## config.mk

```make
export PLATFORM = sky130hd
export DESIGN_NAME = rc4_block_loader
export DESIGN_NICKNAME = d
export VERILOG_FILES = /design/src/rtl/rc4_block_loader.sv
export SDC_FILE = /design/constraint.sdc
export NUM_CORES = 1
export LEC_CHECK = 0
export CAP_MARGIN = 20
export CORE_ASPECT_RATIO = 1.1
export CORE_MARGIN = 2
export CORE_UTILIZATION = 50
export CTS_BUF_LIST = sky130_fd_sc_hd__clkbuf_8
export CTS_CLUSTER_SIZE = 28
export DETAILED_ROUTE_END_ITERATION = 8
export MAX_ROUTING_LAYER = met4
export PLACE_DENSITY = 0.92
export REMOVE_ABC_BUFFERS = 1
export SYNTH_ARGS = -nofsm -noshare
export SYNTH_HDL_FRONTEND = slang
export SYNTH_SLANG_ARGS = --single-unit
```

## constraint.sdc

```tcl
create_clock -name clk -period 4.6 [get_ports clk]
set_input_delay 0.69 -clock clk [delete_from_list [all_inputs] [get_ports clk]]
set_output_delay 0.69 -clock clk [all_outputs]
set_load 0.02 [all_outputs]
```

## src/rtl/rc4_block_loader.sv

```systemverilog
`default_nettype none
// ============================================================================
// Module  : rc4_block_loader
// Brief   : Packs a tagged key/plaintext byte stream into N-byte Key/P blocks
//           for the RC4 core; the key persists across blocks until cleared.
// Revision: 1.0
// ============================================================================
module rc4_block_loader #(
  parameter int N = 5
) (
  input  logic             clk,
  input  logic             rst_n,
  input  logic             in_valid,
  input  logic [7:0]       in_byte,
  input  logic             in_is_key,
  output logic             in_ready,
  input  logic             key_clr,
  output logic [8*N-1:0]   P,
  output logic [8*N-1:0]   Key,
  output logic             blk_valid,
  input  logic             blk_ready,
  output logic             key_loaded,
  output logic [7:0]       blk_count
);

  localparam int CW = $clog2(N + 1);
  localparam logic [CW-1:0] C_FULL = CW'(N);

  typedef enum logic [0:0] {
    S_FILL = 1'b0,
    S_HOLD = 1'b1
  } state_t;

  state_t          r_state;
  state_t          w_state_nxt;
  logic [8*N-1:0]  r_key;
  logic [8*N-1:0]  r_p;
  logic [CW-1:0]   r_key_cnt;
  logic [CW-1:0]   r_pt_cnt;
  logic [CW-1:0]   w_key_cnt_nxt;
  logic [CW-1:0]   w_pt_cnt_nxt;
  logic            r_key_loaded;
  logic [7:0]      r_blk_count;
  logic            w_in_ready;
  logic            w_key_we;
  logic            w_pt_we;
  logic            w_handoff;

  always_comb begin
    w_in_ready    = 1'b0;
    w_key_we      = 1'b0;
    w_pt_we       = 1'b0;
    w_handoff     = 1'b0;
    w_key_cnt_nxt = r_key_cnt;
    w_pt_cnt_nxt  = r_pt_cnt;
    w_state_nxt   = r_state;
    case (r_state)
      S_FILL: begin
        // Each tag has its own room check so a full key never blocks plaintext.
        w_in_ready = !key_clr && (in_is_key ? (r_key_cnt < C_FULL)
                                            : (r_pt_cnt < C_FULL));
        w_key_we   = in_valid && w_in_ready && in_is_key;
        w_pt_we    = in_valid && w_in_ready && !in_is_key;
        if (key_clr) begin
          w_key_cnt_nxt = '0;
        end else if (w_key_we) begin
          w_key_cnt_nxt = r_key_cnt + CW'(1);
        end
        if (w_pt_we) begin
          w_pt_cnt_nxt = r_pt_cnt + CW'(1);
        end
        if ((w_key_cnt_nxt == C_FULL) && (w_pt_cnt_nxt == C_FULL)) begin
          w_state_nxt = S_HOLD;
        end
      end
      S_HOLD: begin
        w_handoff = blk_ready;
        if (blk_ready) begin
          w_pt_cnt_nxt = '0;
          w_state_nxt  = S_FILL;
        end
      end
      default: begin
        w_state_nxt = S_FILL;
      end
    endcase
  end

  always_ff @(posedge clk or negedge rst_n) begin
    if (!rst_n) begin
      r_state      <= S_FILL;
      r_key_cnt    <= '0;
      r_pt_cnt     <= '0;
      r_key_loaded <= 1'b0;
      r_blk_count  <= '0;
    end else begin
      r_state      <= w_state_nxt;
      r_key_cnt    <= w_key_cnt_nxt;
      r_pt_cnt     <= w_pt_cnt_nxt;
      r_key_loaded <= (w_key_cnt_nxt == C_FULL);
      if (w_handoff) begin
        r_blk_count <= r_blk_count + 8'd1;
      end
    end
  end

  // First byte of each word lands in the most significant lane.
  always_ff @(posedge clk or negedge rst_n) begin
    if (!rst_n) begin
      r_key <= '0;
      r_p   <= '0;
    end else begin
      for (int i = 0; i < N; i++) begin
        if (w_key_we && (r_key_cnt == CW'(N - 1 - i))) begin
          r_key[8*i +: 8] <= in_byte;
        end
        if (w_pt_we && (r_pt_cnt == CW'(N - 1 - i))) begin
          r_p[8*i +: 8] <= in_byte;
        end
      end
    end
  end

  assign in_ready   = w_in_ready;
  assign P          = r_p;
  assign Key        = r_key;
  assign blk_valid  = (r_state == S_HOLD);
  assign key_loaded = r_key_loaded;
  assign blk_count  = r_blk_count;

endmodule
`default_nettype wire

```

==> impl_metrics.py <==
metrics = {
    "status": {
        "status": "finished, final reports clean",
    },
    "clocking": {
        "cts_resized": 0,
        "cts-buffers-inserted": 9,
        "cts_setup_buffers": 0,
        "hold_buffers": 0,
        "clock_latency_ps": 350,
        "cts_tree": "done",
        "path_clk_slew_ps": 100,
        "cts_root_buffer": "clkbuf_8",
        "cts_buffer_depth": 2,
        "htree_levels": 3,
        "clock-sinks": 96,
    },
    "route": {
        "drt_wl_total_microns": 9360,
        "postRouteAntennaNets": 0,
        "post_drt_wl_per_cell_microns": 18.5,
        "vias_per_cell": 5.42,
        "drt_iter0_markers": 104,
        "drt-pass1-iter-count": 4,
        "drc_errors": 0,
        "dr_total_vias": 2739,
    },
    "floorplanning": {
        "coreArea_sq_mm": 0.00791,
        "io_pins": 105,
        "die_area_sq_mm": 0.00887,
        "die_w_microns": 90.0,
        "die_h_microns": 98.6,
        "start_util": 0.514,
        "num_rows": 34,
    },
    "sta": {
        "setup_viol": 0,
        "finalCritPeriodShare": 0.715,
        "finalClockSkew_ps": 10.7,
        "finalWorstPathRequiredPeriod_ps": 3290,
        "setup_ws_ps": 1310,
        "drv_slew": 0,
        "tightest_slew_ps": 686,
        "fin_tns_setup_ps": 0,
        "finalHoldViolations": 0,
        "rsz0062_at_grt": "no",
        "max_freq_mhz": 304,
        "slew_headroom": 0.543,
    },
    "setup_path": {
        "crit_path_start_kind": "primary input",
        "crit_type": "primary input to output port",
        "crit_fanout": 10,
        "arrival_ps": 2600,
        "cp.required_ps": 3910,
        "critPathLaunch": "in_is_key",
        "end_kind": "output port",
        "reg2reg_from": "blk_valid$_DFF_PN0_",
    },
    "global_route": {
        "grt_max_degree": 56,
        "grt_usage": 0.224,
        "grt_pass1_vias": 2896,
        "grt_pass1_wl_microns": 15000,
        "gr-total-overflow": 0,
        "antenna_found_initial": 0,
    },
    "logic_synthesis": {
        "synth-edff-count": 0,
        "syn_inst": 293,
        "synth_area_per_cell_sq_um": 13.9,
        "yosys.area.top_type": "dfrtp_1",
        "synthFlopType": "dfrtp_1",
        "ys_types": 38,
        "async_flop_share": 1.00,
        "ys_seq_area_frac": 0.591,
        "ys_warn_count": 0,
        "synth-seq-cells": 96,
        "syn_area_sq_mm": 0.00407,
        "synth.top_cell.area_share": 0.591,
        "synth_area_leaders": "dfrtp_1 (59%), mux2_2 (22%), ha_1 (3.4%)",
    },
    "finish": {
        "final_common_cell": "clkdlybuf4s50_1",
        "regArea_sq_mm": 0.00240,
        "diodes": 0,
        "drive_gt1_frac": 0.254,
        "nets": 417,
        "utilization": 0.681,
        "nFillCells": 592,
        "final_cell_mix": "clkdlybuf4s50_1 (103), dfrtp_1 (96), mux2_2 (81), inv_1 (12)",
        "multi_input_area_sq_mm": 0.00156,
        "area_growth_syn_to_layout_pct": 32.4,
    },
    "place": {
        "post-place-ws_ps": 1350,
        "globalplace.congestion": 0.926,
        "placement.io_buffers": 104,
        "hpwlAfterDp_microns": 6620,
    },
    "pwr": {
        "p_leak_nw": 2.40,
        "vdd_ir_drop_max_v": 0.000354,
        "power.density_mw_per_mm2": 527,
        "power.total_mw": 2.84,
    },
    "job": {
        "max_cap_viol_count": 0,
    },
    "min_path": {
        "hp-class": "primary input to async pin",
    },
}
==> layout make-up <==
type / instances / share of cell area
multi-input cells: 169 / 0.289
inverters: 11 / 0.00767
repair buffers: 105 / 0.194
flip-flops and latches: 96 / 0.446
clock buffers: 10 / 0.0256
well taps: 108 / 0.0251
clock inverters: 6 / 0.0125
==> path summary, 6_finish.rpt <==
path / endpoint / slack, ps / cells after the start
worst max register to register: P[10]$_DFFE_PN0P_ / 2520 / 3
worst max-delay path: in_ready / 1310 / 5
worst min register to register: blk_count[7]$_DFFE_PN0P_ / 490 / 1
max in group asynchronous: Key[1]$_DFFE_PN0P_ / 3220 / 2
min in group clk: blk_count[7]$_DFFE_PN0P_ / 490 / 1
worst min-delay path: blk_count[5]$_DFFE_PN0P_ / 370 / 1
==> metrics by stage <==
step	hold WS, ps	cells	instance area (sq um)
6_report	370	505	5390
5_1_grt	398	505	5390
4_1_cts	383	505	5390
3_5_place_dp	473	489	5180
3_3_place_gp	458	489	5180
2_1_floorplan	394	276	4000
==> cells in the mapped netlist, drive strengths merged (3+ instances only) <==
library cell  instances
a21oi                 3
a31oi                 4
buf                  11
clkbuf                6
dfrtp                96
ha                   11
inv                  11
mux2                 81
nand2                 7
nand3                11
nand4                 4
nor2                  6
nor2b                 3
nor3                  4
o211ai                4
o21ai                 4
xnor2                 4
xor2                  3
==> power breakdown <==
part	switching, mW	internal (mW)	leakage, nW
sequential	0.147	1.06	1.24
clock	0.293	0.268	0.104
combinational	0.515	0.551	1.06
==> worst max-delay path: stages <==
cell and delay [ps]:
clkdlybuf4s50_1 570, inv_1 210, nor2_1 70, a2111oi_0 380, clkdlybuf4s50_1 680
==> sequential cells by signal, summed over array words and instances (netlist names) <==
| register | cells |
|---|---|
| P | 40 |
| blk_valid | 1 |
| Key | 40 |
| r_key_cnt | 3 |
| blk_count | 8 |
| r_pt_cnt | 3 |
| key_loaded | 1 |
==> logic make-up (layout without fill, tap and decap cells) <==
logic type	count (synthesis)	after routing	share of synthesized area
DFF	96	96	0.591
muxes	82	82	0.227
and+or+nand+nor	46	46	0.0686
buffers and inverters	28	132	0.0268
AOI/OAI and AO/OA	23	23	0.0382
adders and majority gates	11	11	0.0338
xor gates and xnor gates	7	7	0.0151
==> layer usage <==
layer | vias up | share of wire | track usage
li1 | 1238 | - | -
met1 | 1399 | 0.40 | 0.271
met2 | 96 | 0.53 | 0.382
met3 | 6 | 0.058 | 0.0581
met4 | 0 | 0.0084 | 0.0568
met5 | - | 0 | -
Note: power is estimated with default switching activity, not from simulation.
